--- config.mk ---
export PLATFORM = sky130hd
export DESIGN_NAME = imm_gen_pipe
export DESIGN_NICKNAME = d
export VERILOG_FILES = /design/src/rtl/imm_pkg.sv /design/src/rtl/imm_extend_core.sv /design/src/rtl/imm_gen_pipe.sv
export SDC_FILE = /design/constraint.sdc
export NUM_CORES = 1
export LEC_CHECK = 0
export BUFFER_PORTS_ARGS = -buffer_cell sky130_fd_sc_hd__buf_2
export CAP_MARGIN = 20
export CELL_PAD_IN_SITES_DETAIL_PLACEMENT = 1
export CELL_PAD_IN_SITES_GLOBAL_PLACEMENT = 2
export CORE_MARGIN = 10
export CORE_UTILIZATION = 25
export CTS_BUF_LIST = sky130_fd_sc_hd__clkbuf_16
export CTS_CLUSTER_SIZE = 16
export DETAILED_ROUTE_END_ITERATION = 16
export HOLD_SLACK_MARGIN = 0.06
export PLACE_DENSITY = 0.69
export SYNTH_ARGS = -nofsm -noshare
export SYNTH_HDL_FRONTEND = slang
export SYNTH_SLANG_ARGS = --single-unit
--- constraint.sdc ---
create_clock -name clk -period 4.59 [get_ports clk]
set_input_delay 0 -clock clk [delete_from_list [all_inputs] [get_ports clk]]
set_output_delay 0 -clock clk [all_outputs]
set_load 0.005 [all_outputs]
--- src/rtl/imm_pkg.sv ---
// Shared types for the immediate generator: format selects, width constants
// and the extended-entry record carried through the output and skid stages.
package imm_pkg;

    localparam int XLEN_32 = 32;
    localparam int XLEN_64 = 64;

    typedef enum logic [2:0] {
        IMM_I    = 3'b000,
        IMM_S    = 3'b001,
        IMM_B    = 3'b010,
        IMM_J    = 3'b011,
        IMM_U    = 3'b100,
        IMM_Z    = 3'b101,
        IMM_SH   = 3'b110,
        IMM_RSVD = 3'b111
    } imm_src_e;

    // Sized for the widest datapath; narrower builds keep the upper bits zero.
    typedef struct packed {
        logic [XLEN_64-1:0] imm;
        logic [XLEN_64-1:0] target;
        logic               fmt_err;
    } imm_entry_t;

endpackage

--- src/rtl/imm_extend_core.sv ---
// Combinational format decode, sign/zero extension and PC+imm target adder.
// The instruction arrives without its opcode bits, so it is indexed as [31:7].
module imm_extend_core
    import imm_pkg::*;
#(
    parameter int XLEN      = 32,
    parameter bit TARGET_EN = 1'b1
) (
    input  logic [24:0]     instr,
    input  imm_src_e        imm_src,
    input  logic [XLEN-1:0] pc,
    output imm_entry_t      entry
);

    logic [31:7]        ir;
    logic signed [11:0] i_imm;
    logic signed [11:0] s_imm;
    logic signed [12:0] b_imm;
    logic signed [20:0] j_imm;
    logic signed [31:0] u_imm;
    logic [XLEN-1:0]    imm;
    logic [XLEN-1:0]    sum;
    logic               err;

    assign ir    = instr;
    assign i_imm = ir[31:20];
    assign s_imm = {ir[31:25], ir[11:7]};
    assign b_imm = {ir[31], ir[7], ir[30:25], ir[11:8], 1'b0};
    assign j_imm = {ir[31], ir[19:12], ir[20], ir[30:21], 1'b0};
    assign u_imm = {ir[31:12], 12'b0};

    always_comb begin
        // NOTE: every output of a combinational block gets a default first, so no path infers a latch.
        imm = '0;
        err = 1'b0;
        case (imm_src)
            IMM_I:   imm = XLEN'(i_imm);
            IMM_S:   imm = XLEN'(s_imm);
            IMM_B:   imm = XLEN'(b_imm);
            IMM_J:   imm = XLEN'(j_imm);
            IMM_U:   imm = XLEN'(u_imm);
            IMM_Z:   imm = XLEN'(ir[19:15]);
            IMM_SH:  imm = (XLEN == XLEN_64) ? XLEN'(ir[25:20]) : XLEN'(ir[24:20]);
            default: err = 1'b1;
        endcase
    end

    // Sum is formed at XLEN so the carry out of the top bit is dropped.
    assign sum = pc + imm;

    assign entry.imm     = XLEN_64'(imm);
    assign entry.target  = TARGET_EN ? XLEN_64'(sum) : '0;
    assign entry.fmt_err = err;

endmodule

--- src/rtl/imm_gen_pipe.sv ---
// Registered immediate generator between decode and execute: one output stage
// plus a one-entry skid so in_ready depends only on registered state.
module imm_gen_pipe
    import imm_pkg::*;
#(
    parameter int XLEN      = 32,
    parameter bit TARGET_EN = 1'b1
) (
    input  logic            clk,
    input  logic            reset,
    input  logic            in_valid,
    output logic            in_ready,
    input  logic [24:0]     in_instr,
    input  imm_src_e        in_imm_src,
    input  logic [XLEN-1:0] in_pc,
    input  logic            flush,
    output logic            out_valid,
    input  logic            out_ready,
    output logic [XLEN-1:0] out_imm,
    output logic [XLEN-1:0] out_target,
    output logic            out_fmt_err
);

    imm_entry_t core_entry;
    imm_entry_t out_q;
    imm_entry_t skid_q;
    logic       out_valid_q;
    logic       skid_valid_q;
    logic       in_fire;
    logic       out_free;

    imm_extend_core #(
        .XLEN      (XLEN),
        .TARGET_EN (TARGET_EN)
    ) u_core (
        .instr   (in_instr),
        .imm_src (in_imm_src),
        .pc      (in_pc),
        .entry   (core_entry)
    );

    assign in_ready = !skid_valid_q && !reset;
    assign in_fire  = in_valid && in_ready && !flush;
    assign out_free = !out_valid_q || out_ready;

    always_ff @(posedge clk) begin
        // NOTE: sequential state is written with non-blocking assignments only.
        if (reset) begin
            out_valid_q  <= 1'b0;
            skid_valid_q <= 1'b0;
            out_q        <= '0;
        end else if (flush) begin
            out_valid_q  <= 1'b0;
            skid_valid_q <= 1'b0;
        end else if (out_free) begin
            if (skid_valid_q) begin
                out_q        <= skid_q;
                out_valid_q  <= 1'b1;
                skid_valid_q <= 1'b0;
            end else begin
                out_valid_q <= in_fire;
                if (in_fire) begin
                    out_q <= core_entry;
                end
            end
        end else if (in_fire) begin
            skid_valid_q <= 1'b1;
        end
    end

    // NOTE: the skid payload has no reset; skid_valid_q alone says whether it is meaningful.
    always_ff @(posedge clk) begin
        if (in_fire && !out_free) begin
            skid_q <= core_entry;
        end
    end

    assign out_valid   = out_valid_q;
    assign out_imm     = out_q.imm[XLEN-1:0];
    assign out_target  = out_q.target[XLEN-1:0];
    assign out_fmt_err = out_q.fmt_err;

endmodule

==> impl_results.md <==
- EDFF count, synth: 65
- Slowest stage delay, CP: 0.60 ns
- Leak: 0.003995 uW
- # DRC: 0
- Core Util, Final: 31.20%
- Detail Route Antenna Nets: 0
- Minimum clock period: 3.626 ns
- Final setup violation count: 0
- First-pass GRT wire length: 42.03 mm
- Die width: 193.3 um
- Slew HR: 46.94%
- Clock power share: 40.4%
- Htree depth: 4
- Crit-path cells: dlygate4sd3_1, buf_2, nor2b_1, a21oi_1, o22ai_1, ha_1, nand4_1, nor2_1, o2111ai_1, nand3_2, o31ai_2, o31ai_1, o211a_1, nor3_1
- Via/cell ratio: 4.992
- CP startpoint kind: primary input
- CTS Buf Count: 17
- Setup CP Type: in -> reg
- Setup TNS: 0 ns
- Crit-path leading delay family: compound AO/OA/AOI/OAI gates
- CTS Root Cell: clkbuf_16
- Starting Density: 25.33%
- Max cap viols: 0
- Synth top area share: 26.00%
- Peak Freq: 0.2758 GHz
- Post-synth cell types: 68
- Port buffer count: 131
- Max rail drop VDD: 0.2476 mV
- Async SR Flop Fraction: 0%
- Io pins: 132
- Slew Limit Fails: 0
- Die Y: 193.3 um
- Syn Area/Cell: 9.339 um^2
- Dpl hpwl: 20.40 mm
- Outcome: complete, no violations
- CTS clock-pin slew for the worst setup and hold paths: 0.07 ns
- Layout Nets: 1024
- First drt pass iteration count: 5
- Sw frac: 29.65%
- Post-CTS Setup Inserts: 0
- Core Box Area: 29640 um^2
- Clock skew: 0.01483 ns
- Slowest CP cell: o31ai_1
- Switching power: 980.5 uW
- Gpl congestion: 0.8189
- Critical path arrival: 3.81 ns
- Area of the multi-input gates: 3933 um^2
- Pin count of the biggest net entering global routing: 73
- Total gr overflow: 0
- Wire length per cell: 20.39 um
- Fin. Hold Viols: 0
- CP required: 4.77 ns
- Layout fillers: 3502
- Top cell type by total area after synthesis: edfxtp_1
- Sequential power share: 39.4%
- # clock sinks: 132
- Detailed-route via count: 6644
- Synth Net Count: 901
- PD cells: 357.7 nW/um^2
- Die Area: 37360 um^2
- Final wirelength: 27.14 mm
- FF/Latch Area: 3294 um^2
- Syn Inst Count: 804
- Worst path bufs/invs: 2
- Layout cells sized above 1: 21.28%
- CTS max path bufs: 2
- Hold WC Path Type: in -> reg
- Fin crit share: 78.99%
- Area contributors post-synth: edfxtp_1 (26%), dfxtp_1 (18%), a21oi_1 (5.8%), ha_1 (5.2%), mux2i_1 (4.5%)
- Synth cell count leaders: a21oi_1 (87), nor2_1 (79), nand2_1 (68)
- RSZ-0062 raised after global routing: no
- Initial antenna violation count: 3
- CP Capture Type: flip-flop
- Cell with the most instances after synthesis: a21oi_1
- Yosys warns: 0
- Comb power frac: 20.2%
- Register area share after synthesis: 43.86%
- Total Routing Usage GR: 14.27%
- Crit-path max FO: 9
- Area growth syn-to-layout: 23.15%
- Worst skew pair latency: 0.43 ns
- Mapped cell area: 7508 um^2
- Internal power: 2327 uW
- Row count: 63
- First DRT Iteration DRCs: 319
- Pwr Total: 3307 uW
- CTS tree: done
- Vias in the first global route: 6817
- Worst slew pin tran: 0.7958 ns
- Most used DFF post-synth: dfxtp_1
- Seq cells post-synth: 132
cell type report:
type	instances	area share (%)
antenna	1	0.02706
clock buffer	20	5.413
clock inverter	12	0.7848
inverter	12	0.4871
multi-input combinational	604	42.53
sequential	132	35.63
tap	390	5.277
timing repair buffer	160	9.851
repair_timing:
action	in CTS	in global routing
hold buffers	15	0
gates resized for setup	0	0
endpoints found under the hold margin	19	0
cell families after synthesis:
family                   share of synthesized area, %
XOR/XNOR                                        3.149
buffers and inverters                           3.866
multiplexers                                    4.833
adder cells (fa/ha/maj)                         5.432
AND/OR/NAND/NOR                                 15.21
flip-flops                                      43.86
AO/OA/AOI/OAI                                   23.65
registers in the layout (all words and copies together), names as in the netlist:
register and count:
skid_q 65, out_imm 32, out_fmt_err 1, out_target 32, out_valid 1, skid_valid_q 1
power groups by stage:
stage / Clock [uW] / Sequential (uW) / Combinational, uW
global route: 1430 / 1310 / 745
global placement: 0 / 1330 / 656
finish: 1330 / 1300 / 669
detailed placement: 0 / 1330 / 662
CTS: 1380 / 1300 / 676
floorplan: 0 / 1330 / 434
cells in the final DEF, fill, tap and decap left out, drive strengths merged, types with 9 or more instances in the layout:
master,n
mux2i,34
a311oi,9
nor2b,18
nand2,68
o211ai,16
clkbuf,20
nand2b,18
nand3,17
a211oi,22
a21o,34
nor3,17
ha,31
dfxtp,67
nor2,79
xor2,10
o21ai,38
xnor2,17
inv,17
a21oi,91
dlygate4sd3,15
buf,145
edfxtp,65
path summary, 6_finish.rpt:
path	end	cells past startpoint	slack, ns	startpoint
worst max-delay path	skid_q[32]$_DFFE_PP_	14	0.96	in_instr[24]
worst min-delay path	skid_q[87]$_DFFE_PP_	2	0.09	in_instr[15]
worst max register to register	skid_q[83]$_DFFE_PP_	3	1.99	skid_valid_q$_SDFFE_PP0P_
worst min register to register	out_imm[29]$_SDFFE_PP0P_	2	0.45	out_imm[29]$_SDFFE_PP0P_
layer usage:
layer | global-route usage (%) | vias to the layer above | share of wire (%)
met3 | 3.631 | 20 | 5.3
met5 | 0 | - | 0.026
met2 | 21.63 | 165 | 45
met1 | 19.78 | 3250 | 49
met4 | 3.319 | 2 | 1.2
li1 | - | 3207 | -
stage by stage:
step / worst slack (ns) / hold WS [ns] / area [um^2] / cells
floorplan: 1.513 / 0.07866 / 7508 / 804
global placement: 0.7746 / 0.2301 / 8521 / 1283
detailed placement: 0.7374 / 0.2306 / 8521 / 1283
CTS: 1.115 / 0.07992 / 9244 / 1330
global route: 0.7387 / 0.08435 / 9246 / 1331
finish: 0.9643 / 0.09185 / 9246 / 1331
No activity file was read; power rests on OpenSTA's default activity.
